### config.mk
export PLATFORM = sky130hd
export DESIGN_NAME = rv_iopmp_err_queue
export DESIGN_NICKNAME = d
export VERILOG_FILES = /design/src/rtl/rv_iopmp_err_queue.sv
export SDC_FILE = /design/constraint.sdc
export NUM_CORES = 1
export LEC_CHECK = 0
export ABC_AREA = 0
export CAP_MARGIN = 20
export CORE_MARGIN = 3
export CORE_UTILIZATION = 40
export CTS_BUF_LIST = sky130_fd_sc_hd__clkbuf_16
export DETAILED_ROUTE_END_ITERATION = 10
export GPL_ROUTABILITY_DRIVEN = 1
export GPL_TIMING_DRIVEN = 0
export PLACE_DENSITY = 0.7
export SYNTH_ARGS = -nofsm -noshare
export SYNTH_HDL_FRONTEND = slang
export SYNTH_SLANG_ARGS = --single-unit
export TNS_END_PERCENT = 10
### constraint.sdc
create_clock -name clk_i -period 4.26 [get_ports clk_i]
set_input_delay 0.639 -clock clk_i [delete_from_list [all_inputs] [get_ports clk_i]]
set_output_delay 0.639 -clock clk_i [all_outputs]
set_load 0.005 [all_outputs]
### src/rtl/rv_iopmp_err_queue.sv
// Multi-channel IOPMP error-record queue: round-robin capture of violation
// reports into a first-word-fall-through FIFO with a saturating lost-event counter.
module rv_iopmp_err_queue #(
  parameter int NUM_CH     = 2,
  parameter int DEPTH      = 4,
  parameter int ADDR_WIDTH = 64,
  parameter int RRID_WIDTH = 16,
  parameter int EID_WIDTH  = 16,
  parameter int DROP_WIDTH = 8
) (
  input  logic                                       clk_i,
  input  logic                                       rst_ni,
  input  logic [NUM_CH-1:0]                          err_valid_i,
  input  logic [NUM_CH*2-1:0]                        err_ttype_i,
  input  logic [NUM_CH*3-1:0]                        err_etype_i,
  input  logic [NUM_CH*ADDR_WIDTH-1:0]               err_addr_i,
  input  logic [NUM_CH*RRID_WIDTH-1:0]               err_rrid_i,
  input  logic [NUM_CH*EID_WIDTH-1:0]                err_eid_i,
  output logic                                       rec_valid_o,
  output logic [1:0]                                 rec_ttype_o,
  output logic [2:0]                                 rec_etype_o,
  output logic [ADDR_WIDTH-1:0]                      rec_addr_o,
  output logic [RRID_WIDTH-1:0]                      rec_rrid_o,
  output logic [EID_WIDTH-1:0]                       rec_eid_o,
  output logic [((NUM_CH > 1) ? $clog2(NUM_CH) : 1)-1:0] rec_ch_o,
  input  logic                                       rec_pop_i,
  output logic [$clog2(DEPTH+1)-1:0]                 count_o,
  output logic [DROP_WIDTH-1:0]                      drop_cnt_o,
  input  logic                                       drop_clr_i,
  input  logic                                       irq_en_i,
  output logic                                       irq_o
);
  localparam int CH_W  = (NUM_CH > 1) ? $clog2(NUM_CH) : 1;
  localparam int PTR_W = $clog2(DEPTH);
  localparam int CNT_W = $clog2(DEPTH+1);
  localparam int REC_W = 2 + 3 + ADDR_WIDTH + RRID_WIDTH + EID_WIDTH + CH_W;
  localparam int SUM_W = DROP_WIDTH + CH_W + 1;

  logic [REC_W-1:0]      ch_rec [NUM_CH];
  logic [REC_W-1:0]      mem [DEPTH];
  logic [PTR_W-1:0]      wr_ptr_reg, wr_ptr_next, rd_ptr_reg, rd_ptr_next;
  logic [CNT_W-1:0]      count_reg, count_next;
  logic [CH_W-1:0]       rr_reg, rr_next, grant;
  logic [DROP_WIDTH-1:0] drop_reg, drop_next;
  logic                  irq_reg, irq_next;
  logic                  any_valid, push, pop;
  logic [SUM_W-1:0]      valid_cnt, drop_sum;

  genvar gi;
  generate
    for (gi = 0; gi < NUM_CH; gi++) begin : g_ch
      assign ch_rec[gi] = {err_ttype_i[gi*2 +: 2], err_etype_i[gi*3 +: 3],
                           err_addr_i[gi*ADDR_WIDTH +: ADDR_WIDTH],
                           err_rrid_i[gi*RRID_WIDTH +: RRID_WIDTH],
                           err_eid_i[gi*EID_WIDTH +: EID_WIDTH], CH_W'(gi)};
    end
  endgenerate

  // Scan offsets high to low so the channel nearest rr_reg wins.
  always_comb begin
    grant     = '0;
    any_valid = 1'b0;
    valid_cnt = '0;
    for (int i = NUM_CH - 1; i >= 0; i--) begin
      if (err_valid_i[(int'(rr_reg) + i) % NUM_CH]) begin
        grant     = CH_W'((int'(rr_reg) + i) % NUM_CH);
        any_valid = 1'b1;
      end
    end
    for (int i = 0; i < NUM_CH; i++) begin
      valid_cnt = valid_cnt + SUM_W'(err_valid_i[i]);
    end
  end

  always_comb begin
    pop         = rec_pop_i && (count_reg != '0);
    push        = any_valid && ((count_reg < CNT_W'(DEPTH)) || pop);
    wr_ptr_next = push ? wr_ptr_reg + 1'b1 : wr_ptr_reg;
    rd_ptr_next = pop ? rd_ptr_reg + 1'b1 : rd_ptr_reg;
    count_next  = count_reg + CNT_W'(push) - CNT_W'(pop);
    rr_next     = rr_reg;
    if (push) begin
      rr_next = (grant == CH_W'(NUM_CH - 1)) ? '0 : grant + 1'b1;
    end
    drop_sum  = SUM_W'(drop_reg) + valid_cnt - SUM_W'(push);
    drop_next = drop_sum[DROP_WIDTH-1:0];
    if (drop_sum > SUM_W'({DROP_WIDTH{1'b1}})) begin
      drop_next = '1;
    end
    if (drop_clr_i) begin
      drop_next = '0;
    end
    irq_next = irq_en_i && ((count_next != '0) || (drop_next != '0));
  end

  always_ff @(posedge clk_i or negedge rst_ni) begin
    if (!rst_ni) begin
      wr_ptr_reg <= '0;
      rd_ptr_reg <= '0;
      count_reg  <= '0;
      rr_reg     <= '0;
      drop_reg   <= '0;
      irq_reg    <= 1'b0;
    end else begin
      wr_ptr_reg <= wr_ptr_next;
      rd_ptr_reg <= rd_ptr_next;
      count_reg  <= count_next;
      rr_reg     <= rr_next;
      drop_reg   <= drop_next;
      irq_reg    <= irq_next;
    end
  end

  // Storage carries no reset; stale contents are hidden by the valid mask below.
  always_ff @(posedge clk_i) begin
    if (push) begin
      mem[wr_ptr_reg] <= ch_rec[grant];
    end
  end

  logic [REC_W-1:0] head;
  assign head        = rec_valid_o ? mem[rd_ptr_reg] : '0;
  assign rec_valid_o = (count_reg != '0);
  assign {rec_ttype_o, rec_etype_o, rec_addr_o, rec_rrid_o, rec_eid_o, rec_ch_o} = head;
  assign count_o     = count_reg;
  assign drop_cnt_o  = drop_reg;
  assign irq_o       = irq_reg;
endmodule

# After elaboration in Yosys (flattened, before gate mapping)

Memory sizes are Yosys's and may differ from the RTL's.
Cells that the tools add are included.

Flip-flop bits (word level): 17
RAM bits: 408
Input bits: 209
Output and inout port bits: 115
Word-level logic and storage cells: 49
Memories kept: 1

Memories:

| memory | words | width | rd ports | clocked after memory_dff | wr ports | line | text |
|---|---|---|---|---|---|---|---|
| mem    | 4     | 102   | 1        | 0                        | 1        | 40   | `logic [REC_W-1:0] mem [DEPTH];` |

$add $sub $neg: 9
$lt $le $gt $ge: 5
Multiplexer cells: 18
Bitwise operators: 2
Reduce and logical (&&, ||, !) cells: 8

Operators by type and width:

| operator              | count |
|---|---|
| $mux W102             | 4 |
| $mux W8               | 2 |
| $mux W1               | 12 |
| $gt A10 B8 Y1 const B | 1 |
| $sub A9 B1 Y10        | 1 |
| $add A8 B2 Y9         | 1 |
| $reduce_bool A8 Y1    | 1 |
| $reduce_bool A3 Y1    | 2 |
| $add A2 B1 Y2 const B | 2 |
| $add A3 B1 Y3         | 1 |
| $logic_and A1 B1 Y1   | 3 |
| $lt A2 B3 Y1 const B  | 1 |
| $lt A3 B3 Y1 const B  | 1 |
| $sub A3 B1 Y3         | 1 |
| $add A1 B1 Y1 const B | 2 |
| $add A1 B1 Y2         | 1 |
| $ge A2 B2 Y1 const B  | 1 |
| $logic_or A1 B1 Y1    | 2 |
| $lt A1 B2 Y1 const B  | 1 |
| $not A1 Y2            | 1 |
| $and A1 B1 Y1 const A | 1 |

# Logic depth before layout (Yosys ltp)

Depth after elaboration: 15
Gate-level depth with buffers: 13

# Worst setup path before layout

OpenSTA, ideal clock, no wires.

Kind: input port to flip-flop
Start: input port rec_pop_i
End: memory mem[0][0] (netlist bit) (enable)
Library setup time: 0.472 ns
Data arrival time: 3.596 ns
Path slack: 0.192 ns
Stages on the path: 3
Path buffers: 0
Path through: nand2b_1 a21boi_1 and2_1

Word-level cells in the longest chain between the ends: 5

RTL lines:

| item                          | line | text |
|---|---|---|
| start: declaration            | 26   | `input logic rec_pop_i,` |
| $logic_and A1 B1 Y1           | 76   | `pop = rec_pop_i && (count_reg != '0);` |
| $logic_or A1 B1 Y1            | 77   | `push = any_valid && ((count_reg < CNT_W'(DEPTH)) \|\| pop);` |
| $logic_and A1 B1 Y1           | 77   |  |
| named net push                | 46   | `logic any_valid, push, pop;` |
| $mux W1                       | 116  | `if (push) begin` |
| $mux W1 (implied by the code) | 117  | `mem[wr_ptr_reg] <= ch_rec[grant];` |
| end: declaration              | 40   |  |

The timed path passes the listed nets, and every way through them passes these cells.

# Final worst setup path

Start: register rd_ptr_reg[1]
End: output port rec_addr_o[53]

Word-level cells in the longest chain between the ends: 2

RTL lines:

| item                     | line | text |
|---|---|---|
| start: declaration       | 41   | `logic [PTR_W-1:0] wr_ptr_reg, wr_ptr_next, rd_ptr_reg, rd_ptr_next;` |
| start signal: assignment | 106  | `rd_ptr_reg <= rd_ptr_next;` |
| $mem_v2 Z4 W102          | --   |  |
| $mux W102                | 122  | `assign head = rec_valid_o ? mem[rd_ptr_reg] : '0;` |
| end: declaration         | 22   | `output logic [ADDR_WIDTH-1:0] rec_addr_o,` |

Every way passes these cells.

==> qor.tcl <==
set qor(outcome) {finished, final reports clean}
set qor(grt_pass1_vias) 10900
set qor(min_period_over_period) 0.944
set qor(element_type_at_the_critical_path_end) {output port}
set qor(start_kind) {register}
set qor(grt_remaining_overflow) 0
set qor(worst_slew_margin_rel) 0.424
set qor(grt_start_max_net_pins) 55
set qor(clock_sink_count) 425
set qor(antenna_cells_inserted) 0
set qor(postLayoutSetupSlackWorst_ns) 0.237
set qor(post_synth_instance_area_um2) 17800
set qor(track_usage) 0.173
set qor(design.die.area_um2) 47200
set qor(p_total_mw) 16.9
set qor(clkPwrFrac) 0.219
set qor(final_hold_viols) 0
set qor(regArea_um2) 12700
set qor(hp-class) {in -> reg}
set qor(floorplan.io_pins) 324
set qor(drive_gt1_frac) 0.128
set qor(setup_failing_eps_final) 0
set qor(routed-via-count) 10500
set qor(cp_num_cells) 5
set qor(clk_transition_reported_paths_ns) 0.05
set qor(antenna_found_initial) 0
set qor(clock_tree.htree_level_count) 2
set qor(core_region_area_um2) 43600
set qor(insertion_delay_ns) 0.56
set qor(first_iteration_detailed_routing_drc_count) 599
set qor(area_taken_by_multi_input_logic_gates_um2) 4860
set qor(top_register) {mem}
set qor(cts_inserted_buffers) 46
set qor(worst-slew-pin-transition_ns) 0.863
set qor(dieHeight_um) 217
set qor(timing_max_transition_violations_final) 0
set qor(final_antenna_net_count) 0
set qor(nFillCells) 3625
set qor(wl_um) 41200
set qor(ys_seq_area_frac) 0.710
set qor(place_area_um2) 22000
set qor(largest_register_ffs) 408
set qor(nNetsFinal) 1711
set qor(netlist-cell-type-count) 43
set qor(synth.net_count) 1334
set qor(path_cells) {buf_1, clkbuf_1, mux4_2, and2_1, clkdlybuf4s50_1}
set qor(netSwitchingFraction) 0.303
set qor(rsz0062_at_grt) {no}
set qor(finalCriticalPeriod_ns) 4.02
set qor(fmaxAchievable_mhz) 249
set qor(starting_density_of_the_core) 0.410
set qor(holdPathStages) 2
set qor(drt-vias-per-instance) 4.97
set qor(warnings_synthesis) 0
set qor(netlist_instances) 1107
set qor(worst_path_largest_cell_delay_ns) 0.67
set qor(required_ns) 3.62
set qor(worstSetupPathType) {reg -> out}
set qor(io_buffer_count) 322
set qor(tritoncts) {built}
set qor(clock_path_buffers) 3
set qor(avgRoutedWirePerCell_um) 19.6
set qor(crit_buf_inv) 3
set qor(worst_hold_startpoint) {drop_clr_i}
set qor(internal_power_summed_over_all_cells_mw) 11.8
set qor(firstDrtPassIters) 5
set qor(postCtsHoldBufs) 0
set qor(p_per_area_nw_per_um2) 722
set qor(vdd_drop_max_uv) 430
set qor(postLayoutCellArea_um2) 23400
set qor(worst_path_max_delay_cell) {buf_1}
set qor(clock_skew_ns) 0.0163
set qor(switching_power_mw) 5.11
set qor(dp_hpwl_um) 27500
set qor(postSynthRegisterBits) 425
set qor(critical_r2r_launch) {count_o[2]}
set qor(place_ws_ns) -0.255
set qor(cell_at_the_root_of_the_clock_tree) {clkbuf_16}
set qor(path_delay_family) {buffers and inverters}
set qor(cap_violations) 0
set qor(share_comb_of_total_power) 0.413
set qor(drt_drc_violations_left) 0
set qor(grt_first_pass_wirelength_um) 62400
set qor(synthesis.area_per_instance_um2) 16.1
set qor(logic_depth_of_the_worst_register_to_register_path) 11
set qor(p_seq_frac) 0.368
set qor(worst_ep_arrival_time_ns) 3.38
set qor(critical_path.max_fanout) 10
set qor(die_w_um) 217
set qor(crit_path_start) {rd_ptr_reg[1]}
set qor(area_delta_synth_final_pct) 31.1
set qor(p_leak_nw) 8.38
set qor(num_rows) 76
set qor(place.gp.congestion) 0.753
[layer usage]
metal	part of all wire	GRT usage	vias to the layer above
li1	-	-	4853
met1	0.42	0.223	5275
met2	0.51	0.300	280
met3	0.063	0.0430	55
met4	0.016	0.0376	0
met5	0	0	-
[cell usage after synthesis (all sizes together)]
master	number	area share
o21ai	8	0.0022
inv	24	0.0050
and2	108	0.038
mux4	102	0.13
nor2b	3	0.0011
nor2	5	0.0011
nor3	2	0.00056
nand2	305	0.064
a22oi	1	0.00042
buf	18	0.0046
o221a	1	0.00063
or2b	1	0.00042
a21oi	11	0.0031
or3	4	0.0015
dfrtp	17	0.024
edfxtp	408	0.69
mux2i	2	0.0011
and3	1	0.00035
nand3b	1	0.00042
nor4b	1	0.00049
xnor3	1	0.0013
o2111ai	1	0.00049
a21boi	1	0.00042
xnor2	5	0.0025
fa	3	0.0034
a2111oi	1	0.0015
o21a	1	0.00042
clkbuf	39	0.0082
a211oi	3	0.0015
nor3b	1	0.00042
or2	1	0.00035
a31oi	2	0.00070
xor2	2	0.00098
o21bai	1	0.00042
or4	1	0.00063
ha	15	0.011
nand2b	3	0.0011
a21o	2	0.00084
a211o	1	0.00049
[cells in the final DEF, fill, tap and decap left out, types with 11 or more instances in the layout]
cell / count
a21oi_1: 11
and2_1: 103
clkbuf_1: 39
clkbuf_16: 47
clkdlybuf4s50_1: 322
dfrtp_1: 17
edfxtp_1: 408
ha_1: 15
inv_1: 36
mux4_2: 102
nand2_1: 305
[power by group through the flow]
stage / Clock (mW) / Sequential [mW] / Combinational [mW]
after global routing: 3.95 / 6.32 / 7.57
after floorplan: 0 / 6.33 / 3.76
after detailed placement: 0 / 6.32 / 7.11
final: 3.70 / 6.23 / 6.97
after CTS: 3.80 / 6.24 / 7.15
after global placement: 0 / 6.46 / 6.92
[final cells by class]
type / count / share of cell area
multi-input combinational: 601 / 0.208
clock buffer: 47 / 0.0503
tap: 585 / 0.0313
inverter: 24 / 0.00385
sequential: 425 / 0.542
clock inverter: 38 / 0.0103
buffer: 57 / 0.00984
timing repair buffer: 329 / 0.145
[path summary, 6_finish.rpt]
path	endpoint	slack (ns)
worst max-delay path	rec_addr_o[53]	0.24
worst min-delay path	drop_cnt_o[6]	0.47
worst max register to register	drop_cnt_o[3]	0.52
worst min register to register	rr_reg	0.53
max in group asynchronous	drop_cnt_o[6]	3.21
min in group asynchronous	count_o[1]	0.55
[logic make-up after synthesis]
kind of cell,synth area share
buffers and inverters,0.0178
flip-flops,0.710
AND/OR/NAND/NOR,0.110
XOR/XNOR,0.00470
multiplexers,0.130
AO/OA/AOI/OAI,0.0132
adder cells (fa/ha/maj),0.0139
[metrics by stage]
| stage | TNS (ns) | hold WS, ns | instances | util |
|---|---|---|---|---|
| floorplan | 0 | 0.343 | 1107 | - |
| global placement | -970.84 | 0.468 | 2014 | 0.501 |
| detailed placement | -1.60 | 0.511 | 2021 | 0.505 |
| CTS | 0 | 0.440 | 2106 | 0.537 |
| global route | 0 | 0.491 | 2106 | 0.537 |
| finish | 0 | 0.471 | 2106 | 0.537 |
[what timing repair did]
item / in CTS / in global routing
endpoints found under the setup margin: 0 / 1
resized for setup: 0 / 1
buffers inserted: 0 / 0
No activity file was read; power rests on OpenSTA's default activity.
